[src/rtl/fifo_pkg.sv]
`default_nettype none
// ============================================================================
// Module      : fifo_pkg
// Description : Shared sizing helpers and pointer arithmetic for the
//               block-RAM streaming FIFO.
// Revision    : 1.0 - initial release
// ============================================================================
package fifo_pkg;

    // Address width of the RAM (pointer width without the wrap bit)
    function automatic int unsigned calc_ptr_w(input int unsigned depth);
        return $clog2(depth);
    endfunction

    // Skid buffer depth: one slot per in-flight read plus two of slack
    function automatic int unsigned calc_obuf_depth(input int unsigned rd_lat);
        return rd_lat + 2;
    endfunction

    // Width of the skid buffer occupancy and in-flight counters
    function automatic int unsigned calc_obuf_w(input int unsigned rd_lat);
        return $clog2(calc_obuf_depth(rd_lat) + 1);
    endfunction

    // Width of the fill level, which can reach MEM_DEPTH + OBUF_DEPTH
    function automatic int unsigned calc_lvl_w(input int unsigned depth,
                                               input int unsigned rd_lat);
        return $clog2(depth + calc_obuf_depth(rd_lat) + 1);
    endfunction

    // Advance a pointer {wrap, addr}; at depth-1 it returns to {~wrap, 0}
    // so depths that are not a power of two still wrap correctly.
    function automatic logic [31:0] ptr_inc(input logic [31:0] ptr,
                                            input int unsigned depth,
                                            input int unsigned ptr_w);
        logic [31:0] w_addr;
        logic        w_wrap;
        w_addr = ptr & ((32'd1 << ptr_w) - 32'd1);
        w_wrap = ptr[ptr_w];
        if (w_addr == depth - 1) begin
            return 32'(~w_wrap) << ptr_w;
        end
        return ptr + 32'd1;
    endfunction

endpackage
`default_nettype wire

[src/rtl/bsram_sdp.sv]
`default_nettype none
// ============================================================================
// Module      : bsram_sdp
// Description : Inferred simple-dual-port RAM. Port A writes, port B reads
//               with a registered output and RD_LATENCY cycles total latency.
// Revision    : 1.0 - initial release
// ============================================================================
module bsram_sdp
    import fifo_pkg::*;
#(
    parameter  int unsigned DATA_WIDTH = 11,
    parameter  int unsigned MEM_DEPTH  = 16,
    parameter  int unsigned RD_LATENCY = 4,
    localparam int unsigned ADDR_W     = calc_ptr_w(MEM_DEPTH)
) (
    input  logic                  clk_i,
    input  logic                  i_a_we,
    input  logic [ADDR_W-1:0]     i_a_addr,
    input  logic [DATA_WIDTH-1:0] i_a_data,
    input  logic [ADDR_W-1:0]     i_b_addr,
    output logic [DATA_WIDTH-1:0] o_b_data
);

    logic [DATA_WIDTH-1:0] r_mem   [MEM_DEPTH];
    logic [DATA_WIDTH-1:0] r_stage [RD_LATENCY];

    // Write port A
    always_ff @(posedge clk_i) begin
        if (i_a_we) begin
            r_mem[i_a_addr] <= i_a_data;
        end
    end

    // Read port B: registered read followed by RD_LATENCY-1 pipeline stages
    always_ff @(posedge clk_i) begin
        r_stage[0] <= r_mem[i_b_addr];
        for (int i = 1; i < RD_LATENCY; i++) begin
            r_stage[i] <= r_stage[i-1];
        end
    end

    assign o_b_data = r_stage[RD_LATENCY-1];

endmodule
`default_nettype wire

[src/rtl/fifo_bsram_stream.sv]
`default_nettype none
// ============================================================================
// Module      : fifo_bsram_stream
// Description : Block-RAM streaming FIFO with ready/valid on both sides.
//               Reads are issued against credits so the output skid buffer
//               can always absorb every in-flight RAM read.
// Revision    : 1.0 - initial release
// ============================================================================
module fifo_bsram_stream
    import fifo_pkg::*;
#(
    parameter  int unsigned DATA_WIDTH    = 11,
    parameter  int unsigned MEM_DEPTH     = 16,
    parameter  int unsigned RD_LATENCY    = 4,
    parameter  int unsigned AFULL_THRESH  = MEM_DEPTH - 2,
    parameter  int unsigned AEMPTY_THRESH = 2,
    localparam int unsigned LVL_W         = calc_lvl_w(MEM_DEPTH, RD_LATENCY)
) (
    input  logic                  clk_i,
    input  logic                  rst_ni,
    input  logic [DATA_WIDTH-1:0] data_i,
    input  logic                  valid_i,
    output logic                  ready_o,
    output logic [DATA_WIDTH-1:0] data_o,
    output logic                  valid_o,
    input  logic                  ready_i,
    input  logic                  flush_i,
    output logic [LVL_W-1:0]      level_o,
    output logic                  almost_full_o,
    output logic                  almost_empty_o,
    output logic                  overflow_o
);

    localparam int unsigned PTR_W      = calc_ptr_w(MEM_DEPTH);
    localparam int unsigned OBUF_DEPTH = calc_obuf_depth(RD_LATENCY);
    localparam int unsigned OBUF_W     = calc_obuf_w(RD_LATENCY);

    localparam logic [OBUF_W:0]  c_credit_max = (OBUF_W+1)'(OBUF_DEPTH);
    localparam logic [LVL_W-1:0] c_afull_lvl  = LVL_W'(AFULL_THRESH);
    localparam logic [LVL_W-1:0] c_aempty_lvl = LVL_W'(AEMPTY_THRESH);

    logic [PTR_W:0]          r_wr_ptr, r_rd_ptr;
    logic [PTR_W:0]          w_wr_ptr_nxt, w_rd_ptr_nxt;
    logic                    w_mem_empty, w_mem_full;
    logic                    w_wr_acc, w_rd_issue, w_push, w_pop;
    logic [OBUF_W-1:0]       r_inflight, r_obuf_cnt, w_obuf_wr_idx;
    logic [OBUF_W:0]         w_credit_used;
    logic [RD_LATENCY-1:0]   r_vpipe;
    logic [DATA_WIDTH-1:0]   r_obuf     [OBUF_DEPTH];
    logic [DATA_WIDTH-1:0]   w_obuf_nxt [OBUF_DEPTH];
    logic [DATA_WIDTH-1:0]   w_rd_data;
    logic [LVL_W-1:0]        r_level;
    logic                    r_overflow;

    assign w_wr_ptr_nxt = (PTR_W+1)'(ptr_inc(32'(r_wr_ptr), MEM_DEPTH, PTR_W));
    assign w_rd_ptr_nxt = (PTR_W+1)'(ptr_inc(32'(r_rd_ptr), MEM_DEPTH, PTR_W));

    assign w_mem_empty = (r_wr_ptr == r_rd_ptr);
    assign w_mem_full  = (r_wr_ptr[PTR_W-1:0] == r_rd_ptr[PTR_W-1:0]) &&
                         (r_wr_ptr[PTR_W] != r_rd_ptr[PTR_W]);

    // Writes in a flush cycle are discarded, including the RAM write itself
    assign w_wr_acc = valid_i && !w_mem_full && !flush_i;

    // Credits are taken from registered state only, never from ready_i
    assign w_credit_used = {1'b0, r_inflight} + {1'b0, r_obuf_cnt};
    assign w_rd_issue    = !w_mem_empty && (w_credit_used < c_credit_max);

    assign w_push  = r_vpipe[RD_LATENCY-1];
    assign valid_o = (r_obuf_cnt != '0);
    assign w_pop   = valid_o && ready_i;
    assign data_o  = r_obuf[0];

    assign ready_o        = !w_mem_full;
    assign level_o        = r_level;
    assign almost_full_o  = (r_level >= c_afull_lvl);
    assign almost_empty_o = (r_level <= c_aempty_lvl);
    assign overflow_o     = r_overflow;

    bsram_sdp #(
        .DATA_WIDTH (DATA_WIDTH),
        .MEM_DEPTH  (MEM_DEPTH),
        .RD_LATENCY (RD_LATENCY)
    ) u_ram (
        .clk_i    (clk_i),
        .i_a_we   (w_wr_acc),
        .i_a_addr (r_wr_ptr[PTR_W-1:0]),
        .i_a_data (data_i),
        .i_b_addr (r_rd_ptr[PTR_W-1:0]),
        .o_b_data (w_rd_data)
    );

    // Write and read pointers
    always_ff @(posedge clk_i or negedge rst_ni) begin
        if (!rst_ni) begin
            r_wr_ptr <= '0;
            r_rd_ptr <= '0;
        end else if (flush_i) begin
            r_wr_ptr <= '0;
            r_rd_ptr <= '0;
        end else begin
            if (w_wr_acc)   r_wr_ptr <= w_wr_ptr_nxt;
            if (w_rd_issue) r_rd_ptr <= w_rd_ptr_nxt;
        end
    end

    // Read-valid pipeline, credit counters, fill level and sticky overflow
    always_ff @(posedge clk_i or negedge rst_ni) begin
        if (!rst_ni) begin
            r_vpipe    <= '0;
            r_inflight <= '0;
            r_obuf_cnt <= '0;
            r_level    <= '0;
            r_overflow <= 1'b0;
        end else if (flush_i) begin
            r_vpipe    <= '0;
            r_inflight <= '0;
            r_obuf_cnt <= '0;
            r_level    <= '0;
            r_overflow <= 1'b0;
        end else begin
            r_vpipe    <= (r_vpipe << 1) | RD_LATENCY'(w_rd_issue);
            r_inflight <= r_inflight + OBUF_W'(w_rd_issue) - OBUF_W'(w_push);
            r_obuf_cnt <= r_obuf_cnt + OBUF_W'(w_push) - OBUF_W'(w_pop);
            r_level    <= r_level + LVL_W'(w_wr_acc) - LVL_W'(w_pop);
            if (valid_i && w_mem_full) begin
                r_overflow <= 1'b1;
            end
        end
    end

    // Skid buffer next state: shift down on pop, land the RAM word behind the tail
    always_comb begin
        w_obuf_nxt = r_obuf;
        if (w_pop) begin
            for (int i = 0; i < OBUF_DEPTH - 1; i++) begin
                w_obuf_nxt[i] = r_obuf[i+1];
            end
        end
        w_obuf_wr_idx = r_obuf_cnt - OBUF_W'(w_pop);
        if (w_push) begin
            w_obuf_nxt[w_obuf_wr_idx] = w_rd_data;
        end
    end

    // Skid buffer storage; entry 0 drives data_o directly
    always_ff @(posedge clk_i or negedge rst_ni) begin
        if (!rst_ni) begin
            r_obuf <= '{default: '0};
        end else if (!flush_i) begin
            r_obuf <= w_obuf_nxt;
        end
    end

endmodule
`default_nettype wire
[config.mk]
export PLATFORM = sky130hd
export DESIGN_NAME = fifo_bsram_stream
export DESIGN_NICKNAME = d
export VERILOG_FILES = /design/src/rtl/fifo_pkg.sv /design/src/rtl/bsram_sdp.sv /design/src/rtl/fifo_bsram_stream.sv
export SDC_FILE = /design/constraint.sdc
export NUM_CORES = 1
export LEC_CHECK = 0
export ABC_AREA = 1
export CORE_MARGIN = 5
export CORE_UTILIZATION = 40
export CTS_BUF_LIST = sky130_fd_sc_hd__clkbuf_8
export DETAILED_ROUTE_END_ITERATION = 10
export PLACE_DENSITY = 0.63
export SYNTH_ARGS = -nofsm -noshare
export SYNTH_HDL_FRONTEND = slang
export SYNTH_SLANG_ARGS = --single-unit
[constraint.sdc]
create_clock -name clk_i -period 7.2 [get_ports clk_i]
set_clock_uncertainty 0.2 [all_clocks]
set_input_delay 1.44 -clock clk_i [delete_from_list [all_inputs] [get_ports clk_i]]
set_output_delay 1.44 -clock clk_i [all_outputs]
set_load 0.01 [all_outputs]
==> metrics.md <==
| Metric | Value |
|---|---|
| Post-CTS Repair Setup Buffers | 0 |
| Met3 WL | about 1.7 mm |
| Final Hold Vio Count | 0 |
| Outcome | completed |
| Ys Warns | 0 |
| Synth Instances | ~1400 |
| Clk buf depth | 3 |
| CP max FO | between 50 and 60 |
| Die area | about 38000 um2 |
| Vias | 9557 |
| Fin crit period | 4.48 ns |
| Slowest CP cell | nand2_2 |
| Max cap viols | 0 |
| Fin. max-slew vios | 0 |
| Number of vias per cell | about 5.1 |
| Switch share | around a third |
| Int Pwr | around 3.5 mW |
| Layout area overhead | 11.4% |
| DRC | 0 |
| CTS clk-pin slew, worst paths | around 0.06 ns |
| Die Span Y | just under 200 um |
| First-pass GRT wire length | around 48 mm |
| Part of the power in combinational logic | between 20% and 30% |
| H-tree levels | 2 |
| Setup crit start kind | input pin |
| GPL Wtd Cong | between 0.7 and 0.8 |
| Root buf cell | clkbuf_8 |
| Cts repair resizes | 0 |
| DRT iter0 DRCs | 594 |
| Reg power frac | between 40% and 50% |
| CTS tree | built |
| IO Pins | 37 |
| CP Capture Type | flip-flop |
| Final Non-Filler Cells | 1886 |
| Post-Syn Area | between 10000 and 15000 um2 |
| Total global-route track usage | 15.4% |
| Post-Route WL | ~30 mm |
| Worst VDD drop | between 150 and 200 uV |
| DP Cell Count | approximately 1800 |
| Post-synthesis sequential area ratio | a little over three fifths |
| PwrDens | around 350 nW/um2 |
| Largest net degree at the start of global routing | approximately 110 |
| Rows | 67 |
| Met1 wire length | around 14 mm |
| Port buffer count | 36 |
| Synth cell types | 28 |
| CP required | around 7.4 ns |
| DR WL met2 | between 10 and 15 mm |
| Syn nets | ~1400 |
| Remaining Overflow, GRT | 0 |
| Yosys reg bits | ~310 |
| Top sig layer | met4 |
| Die width | between 150 and 200 um |
| Worst setup margin | 2.72 ns |
| Post-DP HPWL | 17.1 mm |
| DRT antenna net count | 0 |
| Dpl ws | 2.17 ns |
| Leak pwr | 6.33 nW |
| Fmax | approximately 220 MHz |
| Worst-margin pin slew | between 1 and 1.5 ns |
| Final setup violation count | 0 |
| Worst path cell trace | clkdlybuf4s50_1 -> nand2_2 -> inv_2 -> buf_4 -> ha_1 -> inv_1 -> ha_1 -> inv_1 -> fa_1 -> o21bai_1 -> a21oi_1 -> o21ai_0 -> a21oi_1 |
| Antenna Cells | 0 |
| Worst-Skew Late Latency | a little under 0.6 ns |
| Pre-antenna DRT Iters | 5 |
| Largest stage delay on the critical path | 0.61 ns |
| Final worst path period share | between 60% and 70% |
| CTS sink count | 312 |
| Routed length per instance | roughly 16 um |
| CTS Hold Buffers Added | 0 |
| Syn Area/Cell | between 9 and 10 um2 |
| Final design utilization | between 40 and 50% |
| Critical path class | input pin to flip-flop |
| Max_slew headroom | between 20% and 30% |
| Layout net count | between 1000 and 1500 |
| Clock share of power | between 20 and 30% |
| Net Sw Power | approximately 1.8 mW |
| Core Area | approximately 33000 um2 |
| RSZ-0062 raised after global routing | no |
| Hold crit path type | flip-flop to flip-flop |
| Setup TNS | 0 ns |
| Layout cells sized above 1 | between 7 and 8% |
| Initial core utilization | 40.5% |
| Pwr Total | approximately 5.2 mW |
| CTS Buf Count | between 50 and 60 |
| Initial antenna violation count | 0 |
| WP data arrival | roughly 4.7 ns |
| Vias in the first global route | about 9100 |
## routing by layer
| layer | GRT usage, % | vias to the layer above |
|---|---|---|
| met4 | 4.51 | 0 |
| met3 | 2.75 | 49 |
| met1 | 21.6 | 4595 |
| met2 | 24.7 | 272 |
| met5 | 0 | - |
| li1 | - | 4641 |
## cell usage after synthesis (all sizes together)
| cell | count | area [um2] |
|---|---|---|
| o211ai | 33 | 248 |
| ha | 23 | 288 |
| xor2 | 6 | 52.6 |
| o21ai | 91 | 455 |
| xnor2 | 3 | 26.3 |
| dfrtp | 92 | 2300 |
| inv | 73 | 274 |
| o21bai | 2 | 15.0 |
| nor2 | 177 | 702 |
| fa | 4 | 80.1 |
| a21oi | 7 | 35.0 |
| buf | 68 | 413 |
| dfxtp | 44 | 881 |
| nand3 | 178 | 921 |
| edfxtp | 176 | 5290 |
| clkbuf | 23 | 86.3 |
| nand4 | 14 | 87.6 |
| nand2 | 367 | 1380 |
## worst paths after layout
check	slack, ns	startpoint	to	depth (start not counted)
worst max register to register	3.34	r_obuf_cnt[2]	r_obuf[44]	12
worst min-delay path	0.11	u_ram.r_stage[1][5]	u_ram.r_stage[2][5]	0
max in group asynchronous	5.02	rst_ni	data_o[6]	2
min in group asynchronous	0.57	rst_ni	level_o[3]	1
worst min register to register	0.11	u_ram.r_stage[1][5]	u_ram.r_stage[2][5]	0
worst max-delay path	2.72	ready_i	level_o[4]	13
## power groups by stage
stage	Clock, mW	Sequential (mW)	Combinational [mW]
6_report	1.47	2.39	1.38
5_1_grt	1.61	2.42	1.58
4_1_cts	1.51	2.39	1.40
3_5_place_dp	0	2.42	1.40
3_3_place_gp	0	2.41	1.37
2_1_floorplan	0	2.37	1.05
## flip-flops by register name (all words and copies together) (netlist names), 4 cells and up, named ones only
name and cells:
data_o 11, u_ram.r_mem 176, r_wr_ptr 5, level_o 5, r_rd_ptr 5, u_ram.r_stage 44
r_obuf 44, r_vpipe 4
## placed cells by master, fill, tap and decap left out, types with 14 or more instances in the layout
cell and n:
dfrtp_1 91, nor2_1 166, inv_1 90, clkdlybuf4s50_1 34
clkbuf_8 59, nand4_1 14, o211ai_1 33, ha_1 23
nand3_1 175, o21ai_0 91, nand2_1 364, dfxtp_1 44
edfxtp_1 176, buf_4 18
## critical path, delay by kind of cell
kind                       cells  cell delay [ns]
and+or+nand+nor                1             0.61
adders and majority gates      3             0.87
buffers and inverters          5             1.31
AOI/OAI and AO/OA              4             0.45
## kinds of logic after synthesis
family / synth area share [%]
buf+inv: 5.71
compound gates: 5.57
xor+xnor: 0.582
flops: 62.6
fa+ha+maj: 2.72
simple gates: 22.9
## final cells by class
cell class              instances  area [um2]
fillers                      3159       18400
flip-flops and latches        312        8470
multi-input cells             905        4300
clock buffers                  59         812
well taps                     448         561
repair buffers                 53         480
inverters                      73         274
clock inverters                36         184
## through the flow
step           hold WS [ns]  cell area [um2]
6_report              0.114            15100
3_5_place_dp          0.112            14100
4_1_cts               0.124            15100
5_1_grt               0.126            15100
2_1_floorplan         0.110            13500
3_3_place_gp          0.111            14100
Power figures use the tool's default switching activity.
